`src/rtl/lr35902_dbg_pkg.sv`:
```
// Shared definitions for the LR35902 debug bus-override stage.
`default_nettype none

package lr35902_dbg_pkg;

    localparam logic [1:0] IDLE    = 2'd0;
    localparam logic [1:0] ACC_MEM = 2'd1;
    localparam logic [1:0] ACC_INJ = 2'd2;

    localparam logic [7:0] C_IDLE_BUS  = 8'hFF;
    localparam int         C_CAP_DEPTH = 2;

    // Capture counter saturates rather than wrapping so the debugger can tell "many".
    function automatic logic [1:0] sat_inc2(input logic [1:0] v);
        return (v == 2'd3) ? v : v + 2'd1;
    endfunction

endpackage

`default_nettype wire

```
`src/rtl/lr35902_dbg_bus_inject.sv`:
```
// Bus override between the LR35902 core and the memory fabric: answers reads with
// debug data and captures writes on probe while the debug controller injects.
`default_nettype none

module lr35902_dbg_bus_inject
    import lr35902_dbg_pkg::*;
#(
    parameter int CAP_DEPTH = C_CAP_DEPTH
) (
    input  logic        cpu_clk,
    input  logic        reset,
    input  logic        dbg_drv,
    input  logic [7:0]  dbg_data,
    input  logic [15:0] cpu_adr,
    input  logic        cpu_rd,
    input  logic        cpu_wr,
    input  logic [7:0]  cpu_dout,
    output logic [7:0]  cpu_din,
    output logic [15:0] mem_adr,
    output logic        mem_rd,
    output logic        mem_wr,
    output logic [7:0]  mem_dout,
    input  logic [7:0]  mem_din,
    output logic [7:0]  probe,
    output logic [7:0]  probe_hi,
    output logic [1:0]  cap_cnt
);

    logic [1:0]             r_state;
    logic [7:0]             r_inj_data;
    logic                   r_prev_inj;
    logic [8*CAP_DEPTH-1:0] r_cap;
    logic [1:0]             r_cap_cnt;

    logic w_strobe;
    logic w_start;
    logic w_inj;
    logic w_rd_only;

    assign w_strobe  = cpu_rd | cpu_wr;
    assign w_start   = w_strobe && (r_state == IDLE);
    assign w_rd_only = cpu_rd && !cpu_wr;
    // On the start cycle the decision comes straight from dbg_drv; afterwards from the FSM.
    assign w_inj     = w_start ? dbg_drv : (r_state == ACC_INJ);

    always_ff @(posedge cpu_clk) begin
        if (reset) begin
            r_state <= IDLE;
        end else begin
            case (r_state)
                IDLE:    if (w_strobe) r_state <= dbg_drv ? ACC_INJ : ACC_MEM;
                ACC_MEM,
                ACC_INJ: if (!w_strobe) r_state <= IDLE;
                default: r_state <= IDLE;
            endcase
        end
    end

    always_ff @(posedge cpu_clk) begin
        if (reset) begin
            r_inj_data <= C_IDLE_BUS;
            r_prev_inj <= 1'b0;
        end else if (w_start) begin
            r_inj_data <= dbg_data;
            r_prev_inj <= dbg_drv;
        end
    end

    // A fresh inject sequence is recognised by an injected read after a normal access.
    always_ff @(posedge cpu_clk) begin
        if (reset) begin
            r_cap     <= '0;
            r_cap_cnt <= 2'd0;
        end else if (w_start && dbg_drv && cpu_wr) begin
            r_cap     <= {r_cap[8*CAP_DEPTH-9:0], cpu_dout};
            r_cap_cnt <= sat_inc2(r_cap_cnt);
        end else if (w_start && dbg_drv && w_rd_only && (r_cap_cnt != 2'd0) && !r_prev_inj) begin
            r_cap_cnt <= 2'd0;
        end
    end

    assign mem_adr  = cpu_adr;
    assign mem_dout = cpu_dout;
    assign mem_rd   = !reset && !w_inj && w_rd_only;
    assign mem_wr   = !reset && !w_inj && cpu_wr;

    always_comb begin
        cpu_din = C_IDLE_BUS;
        if (!reset && !(cpu_rd && cpu_wr)) begin
            if (w_inj) begin
                cpu_din = w_start ? dbg_data : r_inj_data;
            end else if (w_strobe || (r_state == ACC_MEM)) begin
                cpu_din = mem_din;
            end
        end
    end

    assign probe    = r_cap[7:0];
    assign probe_hi = r_cap[15:8];
    assign cap_cnt  = r_cap_cnt;

endmodule

`default_nettype wire

```
`config.mk`:
```
export PLATFORM = sky130hd
export DESIGN_NAME = lr35902_dbg_bus_inject
export DESIGN_NICKNAME = d
export VERILOG_FILES = /design/src/rtl/lr35902_dbg_pkg.sv /design/src/rtl/lr35902_dbg_bus_inject.sv
export SDC_FILE = /design/constraint.sdc
export NUM_CORES = 1
export LEC_CHECK = 0
export CAP_MARGIN = 20
export CELL_PAD_IN_SITES_DETAIL_PLACEMENT = 0
export CELL_PAD_IN_SITES_GLOBAL_PLACEMENT = 1
export CORE_ASPECT_RATIO = 0.9
export CORE_MARGIN = 4
export CORE_UTILIZATION = 25
export CTS_CLUSTER_SIZE = 28
export DETAILED_ROUTE_END_ITERATION = 10
export PLACE_DENSITY_LB_ADDON = 0.3
export SETUP_SLACK_MARGIN = 0.2
export SYNTH_ARGS = -nofsm -noshare
export SYNTH_HDL_FRONTEND = slang
export SYNTH_SLANG_ARGS = --single-unit
```
`constraint.sdc`:
```
create_clock -name cpu_clk -period 2.15 [get_ports cpu_clk]
set_input_delay 0.215 -clock cpu_clk [delete_from_list [all_inputs] [get_ports cpu_clk]]
set_output_delay 0.215 -clock cpu_clk [all_outputs]
set_load 0.03 [all_outputs]
```
# Yosys cells after proc, flatten, opt, wreduce, memory -nomap -nowiden
# Index checks and enable logic that the tools add are counted.
[totals] ff_bits=29 out_inout_bits=52 word_cells=49 in_bits=45
[classes] bitwise_logic=1 add_sub_neg=1 reduce_logical=24 mux=12 n_eq_ne=6
[ops] operator="$mux 8" n=4
[ops] operator="$logic_and 1x1->1" n=12
[ops] operator="$mux 2" n=6
[ops] operator="$ne 2x2->1 const B" n=3
[ops] operator="$logic_not 1->1" n=5
[ops] operator="$eq 2x2->1 const B" n=2
[ops] operator="$pmux 2 s2" n=1
[ops] operator="$reduce_and 2->1" n=2
[ops] operator="$reduce_bool 2->1" n=2
[ops] operator="$add 2x1->2 const B" n=1
[ops] operator="$eq 2x1->1 const B" n=1
[ops] operator="$logic_not 2->1" n=1
[ops] operator="$reduce_or 2->1" n=1
[ops] operator="$logic_or 1x1->1" n=1
[ops] operator="$mux 1" n=1
[ops] operator="$or 1x1->1" n=1

# Depth between registers and ports, before layout
# Gate-level depths: netlist of run 1.
[depth] word_depth=8 mapped_depth=8 mapped_depth_nobuf=5

# Worst setup path after synthesis of run 1
# OpenSTA, ideal clock, no wires.
[synth_timing] path_type="reg2out" from="register r_state[0]" to="output cpu_din[0]" path_stages_with_launch=7 n_path_buf=1 required_ns=1.935 t_arrival_ns=1.882 path_slack_ns=0.053 path_cell_list="dfxtp_1 -> inv_1 -> ha_1 -> buf_2 -> o21ai_2 -> a211oi_4 -> o32ai_1"
[synth_via] elab_chain_len=5 word_cells_on_any_way=10 classes_between="eq/ne (2); mux (5); reduce/logical (3)"
[synth_rtl] item="start: declaration" line_no="lr35902_dbg_bus_inject.sv:29" rtl="logic [1:0] r_state;"
[synth_rtl] item="start signal: assignment" line_no="lr35902_dbg_bus_inject.sv:51" rtl="IDLE: if (w_strobe) r_state <= dbg_drv ? ACC_INJ : ACC_MEM;"
[synth_rtl] item="$eq 2x1->1 / $logic_not 2->1 (equally long branches)" line_no="lr35902_dbg_bus_inject.sv:92, lr35902_dbg_bus_inject.sv:41"
[synth_rtl] item="$logic_or 1x1->1 / $logic_and 1x1->1 (equally long branches)" line_no="lr35902_dbg_bus_inject.sv:92, lr35902_dbg_bus_inject.sv:41"
[synth_rtl] item="$mux 8 (tied with other cells)" line_no="lr35902_dbg_bus_inject.sv:92" rtl="end else if (w_strobe || (r_state == ACC_MEM)) begin"
[synth_rtl] item="$mux 8 *" line_no="lr35902_dbg_bus_inject.sv:90" rtl="if (w_inj) begin"
[synth_rtl] item="$mux 8 *" line_no="lr35902_dbg_bus_inject.sv:89" rtl="if (!reset && !(cpu_rd && cpu_wr)) begin"
[synth_rtl] item="end: declaration" line_no="lr35902_dbg_bus_inject.sv:18" rtl="output logic [7:0] cpu_din,"
# Mark *: on every way between the ends. The rest lies on a longest branch, timed or not.

# Worst setup path in the final report of run 1
[layout_timing] from="register r_state[1]" to="output cpu_din[5]"
# Same word-level chain as after synthesis.

==> impl_metrics.py, run 1 <==
metrics = {
    "sta": {
        "tns_ns": 0,
        "relSlewSlack_pct": 76.0,
        "hold_violations": 0,
        "rsz0062_at_grt": "yes",
        "finClkSkew_ns": 0.00603,
        "fin_crit_sh_pct": 90.7,
        "worst_slew_pin_slew_ns": 0.357,
        "timing.fmax_mhz": 513,
        "finalMaxSlewViolations": 0,
        "setup_viol": 0,
        "layout_min_cycle_time_ns": 1.95,
    },
    "cells_and_area": {
        "num_antenna_cells": 0,
        "final_layout_size_suffix_gt1_share_pct": 24.9,
        "synthToLayoutAreaGrowth_pct": 51.9,
        "layout.nets": 294,
        "fin_util_pct": 39.2,
        "fill_cells": 664,
        "final_cell_count_no_fill": 332,
    },
    "clock_network": {
        "clk_latency_ns": 0.28,
        "cts-hold-fix-buffers": 0,
        "cts_root_buf": "clkbuf_8",
        "clkTransAtPathRegs_ns": 0.06,
        "cts_max_level": 2,
        "clockBufferDepth": 2,
        "cts.sinks": 29,
        "cts_tree": "done",
        "cts_buffers": 5,
    },
    "grt": {
        "grt.total_usage_pct": 11.4,
        "gr-usage-met1_pct": 14.0,
        "grt_util_met2_pct": 18.3,
        "antenna_found_initial": 0,
        "grt_pass1_vias": 1448,
        "met3_usage_pct": 4.42,
        "grt_max_degree": 21,
        "grt_first_pass_wirelength_mm": 7.02,
        "busiest_layer": "met2",
        "overflow": 0,
    },
    "synth": {
        "synth.top_cell.area_share_pct": 36.6,
        "async_flop_share_pct": 0,
        "synthFlopType": "dfxtp_1",
        "synth_top_family_by_area": "simple AND/OR/NAND/NOR gates",
        "ys_top_cells_by_area": "dfxtp_1 37%, buf_4 11%, nand2_1 8.3%",
        "synth_area_um2": 1590,
        "synth_fa_ha_area_share_pct": 3.94,
        "synth_largest_area_cell": "dfxtp_1",
        "synth-xor-area-share_pct": 0,
        "ys_seq_area_share_pct": 36.6,
        "synth-simple-area-share_pct": 24.4,
        "synth_cell_types": 32,
        "yosys_register_bits": 29,
        "netlist_instances": 197,
        "synth.avg_cell_area_um2": 8.05,
        "synthMuxAreaShare_pct": 0.946,
        "synth_edf_count": 0,
        "syn_nets": 247,
        "yosysWarnings": 0,
        "synth-compound-area-share_pct": 17.0,
    },
    "die": {
        "die-area_um2": 7690,
        "start_util_pct": 25.8,
        "die_y_um": 83.6,
        "ios": 97,
        "die_x_um": 92.0,
        "core_um2": 6150,
        "row_count": 27,
    },
    "worst_hold_path": {
        "hold_path.class": "input port to output pin",
    },
    "drt": {
        "wire_per_inst_um": 13.3,
        "via_per_inst": 4.38,
        "drc": 0,
        "drtAntennaViolNets": 0,
        "drtPass1Iterations": 4,
        "drt_iter0_drc": 30,
        "vias": 1455,
        "wl_mm": 4.40,
    },
    "worst_setup_path": {
        "crit_path_end": "cpu_din[5]",
        "startpoint_type": "flop",
        "crit_required_ns": 1.93,
        "slowest_delay_ns": 0.39,
        "crit_path_top_delay_cell": "mux2_4",
        "crit_chain": "inv_2 > ha_4 > o21a_4 > mux2_4 > o32ai_2 > buf_4",
        "r2r_cells": 5,
        "worst_r2r_endpoint": "cap_cnt[0]",
        "worstPathArrival_ns": 1.74,
        "rrSetupSlack_ns": 0.63,
        "critPathMaxFanout": 8,
        "end_kind": "output pin",
        "r2r_start": "cap_cnt[0]",
        "worst-setup-path-type": "flop to output pin",
        "startpoint": "r_state[1]",
    },
    "placed_design": {
        "dpl.hpwl_mm": 3.06,
        "port_buffers": 64,
        "placed_cells": 320,
        "place_congestion": 0.698,
    },
    "power": {
        "power.leakage_nw": 0.846,
        "p_per_area_nw_per_um2": 691,
        "ir_drop_mv": 0.339,
    },
    "run": {
        "cap_violations": 0,
    },
    "status": {
        "status": "completed",
    },
}
[power by group]
part           total (mW)  leakage (nW)  internal, mW  switching, mW
combinational       0.572         0.554         0.260          0.313
clock               0.497        0.0542         0.289          0.208
sequential          0.597         0.238         0.577         0.0204
total                1.67         0.846          1.12          0.541
[stage by stage]
stage / power, mW / instance area [um^2] / setup slack, ns / hold WS (ns)
2_1_floorplan: 0.961 / 1590 / 0.0525 / 0.350
3_3_place_gp: 1.09 / 2120 / 0.0187 / 0.430
3_5_place_dp: 1.09 / 2120 / 0.00627 / 0.430
4_1_cts: 1.64 / 2290 / 0.203 / 0.430
5_1_grt: 1.76 / 2410 / 0.118 / 0.430
6_report: 1.67 / 2410 / 0.199 / 0.430
[flip-flops by register name (all words and copies together), names as in the netlist]
register    cells
r_cap          16
r_inj_data      8
cap_cnt         2
r_state         2
r_prev_inj      1
[layer usage]
layer,up-vias,share of wire [%]
met5,-,0
met4,0,1.1
li1,748,-
met3,4,3.9
met1,684,45
met2,19,50
[timing repair]
item	4_1_cts	5_1_grt
buffers inserted	2	1
pin swaps	3	1
setup endpoints to repair	10	10
resized for setup	13	19
cloned	1	0
[cell usage in the layout (no fill, tap or decap), types with 2 or more instances in the layout]
| master | n |
|---|---|
| nor3_2 | 10 |
| inv_2 | 2 |
| and2_2 | 2 |
| dfxtp_2 | 2 |
| or4b_1 | 2 |
| nor3_1 | 15 |
| ha_1 | 3 |
| clkdlybuf4s50_1 | 51 |
| clkbuf_8 | 7 |
| a21boi_0 | 2 |
| dlygate4sd2_1 | 3 |
| nand2_1 | 35 |
| o211ai_1 | 2 |
| a21oi_1 | 21 |
| buf_6 | 2 |
| buf_4 | 20 |
| o21ai_0 | 2 |
| o32ai_2 | 7 |
| dfxtp_1 | 27 |
| inv_1 | 2 |
| nor2_1 | 9 |
[cells in the mapped netlist (2+ instances only)]
library cell   n
a21oi_1       21
dfxtp_1       29
nor3_1        24
nand2_1       35
and2_2         2
buf_4         24
buf_6          3
o21ai_0        2
o32ai_1        8
o21a_1         2
buf_2          5
a21boi_0       2
or4b_1         2
nor2_1         9
clkbuf_1       4
inv_1          4
ha_1           5
o211ai_1       2
[worst min path at each step]
stage | startpoint | to | slack [ns] | cells past startpoint
finish | cpu_adr[0] | mem_adr[0] | 0.43 | 0
global route | cpu_adr[0] | mem_adr[0] | 0.43 | 0
CTS | cpu_adr[12] | mem_adr[12] | 0.43 | 0
detailed placement | cpu_adr[12] | mem_adr[12] | 0.43 | 0
global placement | cpu_adr[12] | mem_adr[12] | 0.43 | 0
floorplan | dbg_data[2] | r_inj_data[2] | 0.35 | 2
[cell families (layout without fill, tap and decap cells)]
| group | after synthesis | count (layout) |
|---|---|---|
| simple gates | 81 | 81 |
| buf+inv | 41 | 89 |
| compound gates | 40 | 40 |
| flops | 29 | 29 |
| fa+ha+maj | 5 | 5 |
| mux | 1 | 1 |
[layout make-up]
cell class	instances	area, um^2	area share, %
Clock inverter	1	5.00	0.208
Timing Repair Buffer	77	729	30.3
Sequential cell	29	583	24.2
Clock buffer	7	96.3	4.00
Tap cell	87	109	4.52
Inverter	4	15.0	0.623
Multi-Input combinational cell	127	872	36.2
[critical path, delay by kind of cell, from the launching register on]
kind | cells | cell delay [ns]
mux | 1 | 0.39
flops | 1 | 0.33
fa+ha+maj | 1 | 0.16
buf+inv | 2 | 0.28
compound gates | 2 | 0.28
Note: power is estimated with default switching activity, not from simulation.
==> run 2, diff against run 1 <==
--- a/config.mk
+++ b/config.mk
@@ -13,7 +13,7 @@
 export CORE_UTILIZATION = 25
 export CTS_CLUSTER_SIZE = 28
 export DETAILED_ROUTE_END_ITERATION = 10
-export PLACE_DENSITY_LB_ADDON = 0.3
+export PLACE_DENSITY_LB_ADDON = 0.1
 export SETUP_SLACK_MARGIN = 0.2
 export SYNTH_ARGS = -nofsm -noshare
 export SYNTH_HDL_FRONTEND = slang
==> run 2 against run 1 <==
Register-to-register slack hardly changed. Routed wire length is 3.7% higher. Worst setup slack worse by 0.0013 ns. Non-clock buffer count is 3 higher. Sequential share of layout area is 0.16 points lower. Final cell count is 0.90% higher. Worst hold slack hardly changed. Sequential cell count stayed put.
==> impl_metrics.py, run 2 (synthesis results as in run 1) <==
metrics = {
    "status": {
        "status": "completed",
    },
    "drt": {
        "via_per_inst": 4.56,
        "vias": 1527,
        "drt_iter0_drc": 50,
        "drc": 0,
        "wire_per_inst_um": 13.6,
        "wl_mm": 4.57,
        "drtPass1Iterations": 4,
        "drtAntennaViolNets": 0,
    },
    "placed_design": {
        "pre_cts_ws_ns": -0.0126,
        "placed_cells": 322,
        "place_area_um2": 2150,
        "port_buffers": 64,
        "place_congestion": 0.726,
        "dpl.hpwl_mm": 3.28,
    },
    "worst_setup_path": {
        "worst_r2r_endpoint": "cap_cnt[0]",
        "crit_path_end": "mem_rd",
        "r2r_start": "cap_cnt[0]",
        "crit_required_ns": 1.93,
        "end_kind": "output pin",
        "worst-setup-path-type": "flop to output pin",
        "worstPathArrival_ns": 1.74,
        "startpoint": "r_state[1]",
        "rrSetupSlack_ns": 0.62,
        "r2r_cells": 5,
        "startpoint_type": "flop",
        "critPathMaxFanout": 10,
    },
    "cells_and_area": {
        "final_cell_count_no_fill": 335,
        "fin_util_pct": 39.5,
        "seqCellArea_um2": 583,
        "postLayoutCellArea_um2": 2430,
        "largest_reg_flops": 16,
        "synthToLayoutAreaGrowth_pct": 52.9,
        "largest-register": "r_cap",
        "final_common_cell": "clkdlybuf4s50_1",
        "layout.nets": 297,
        "num_antenna_cells": 0,
        "multiInputGateArea_um2": 823,
        "top_regs": "r_cap: 16 flops, r_inj_data: 8 flops",
        "final_layout_size_suffix_gt1_share_pct": 23.0,
        "fill_cells": 660,
        "layout_common_cells": "52 x clkdlybuf4s50_1, 35 x nand2_1, 27 x dfxtp_1, 23 x buf_4",
    },
    "grt": {
        "grt_first_pass_wirelength_mm": 7.59,
        "grt.total_usage_pct": 12.3,
        "overflow": 0,
        "antenna_found_initial": 0,
        "grt_max_degree": 39,
        "grt_pass1_vias": 1558,
    },
    "sta": {
        "timing.fmax_mhz": 512,
        "finalMaxSlewViolations": 0,
        "tns_ns": 0,
        "fin_crit_sh_pct": 90.8,
        "layout_min_cycle_time_ns": 1.95,
        "setup_viol": 0,
        "worst_slew_pin_slew_ns": 0.335,
        "whs_ns": 0.430,
        "relSlewSlack_pct": 77.6,
        "hold_violations": 0,
        "finClkSkew_ns": 0.00352,
        "rsz0062_at_grt": "yes",
        "worst_slack_ns": 0.198,
    },
    "clock_network": {
        "cts_tree": "done",
        "clockBufferDepth": 2,
        "cts_root_buf": "clkbuf_8",
        "cts.sinks": 29,
        "clk_latency_ns": 0.28,
        "cts-hold-fix-buffers": 0,
        "clkTransAtPathRegs_ns": 0.06,
        "cts_max_level": 2,
        "cts_buffers": 5,
    },
    "die": {
        "row_count": 27,
        "die_x_um": 92.0,
        "core_um2": 6150,
        "die_y_um": 83.6,
        "die-area_um2": 7690,
        "start_util_pct": 25.8,
        "ios": 97,
    },
    "worst_hold_path": {
        "hold_path.class": "input port to output pin",
    },
    "power": {
        "p_per_area_nw_per_um2": 760,
        "fin_total_pwr_mw": 1.84,
        "ir_drop_mv": 0.314,
        "power.leakage_nw": 0.868,
    },
    "run": {
        "cap_violations": 0,
    },
}
run 2: changes by cell type in the layout (fill, tap and decap cells not counted), sizes merged:
cell and change:
clkbuf -2, dlygate4sd2 -1, buf +3, bufinv +2, clkdlybuf4s50 +1
run 2: power by group:
part | internal (mW) | switching [mW]
combinational | 0.267 | 0.304
clock | 0.460 | 0.216
sequential | 0.576 | 0.0202
run 2: layout make-up:
type | count | share of cell area [%]
clock inverters | 3 | 2.68
well taps | 87 | 4.49
multi-input cells | 127 | 33.9
flip-flops and latches | 29 | 24.0
inverters | 4 | 0.619
clock buffers | 5 | 2.84
repair buffers | 80 | 31.4
run 2: timing repair:
action / CTS / global route
gates cloned: 1 / 0
endpoints found under the setup margin: 10 / 10
pin swaps: 2 / 0
resized for setup: 16 / 6
buffers inserted: 4 / 0
run 2: critical path, cell delays in order, from the launching register on:
cell and delay, ns:
dfxtp_2 0.35, inv_2 0.06, ha_4 0.17, o211a_1 0.14, a211oi_4 0.25, buf_12 0.17, and3b_1 0.16, buf_4 0.15
run 2: how the worst min path moves through the flow:
stage	start	to	slack (ns)	cells after the start
after floorplan	dbg_data[2]	r_inj_data[2]	0.35	2
after global placement	cpu_adr[12]	mem_adr[12]	0.43	0
after detailed placement	cpu_adr[12]	mem_adr[12]	0.43	0
after CTS	cpu_adr[12]	mem_adr[12]	0.43	0
after global routing	cpu_adr[15]	mem_adr[15]	0.43	0
final	cpu_adr[12]	mem_adr[12]	0.43	0
run 2: per-layer routing:
metal  up-vias  track usage [%]  part of all wire (%)
li1        759                -                     -
met1       705             14.4                    44
met2        38             20.5                    48
met3        25             3.07                   4.8
met4         0             6.48                   3.1
met5         -                0                     0
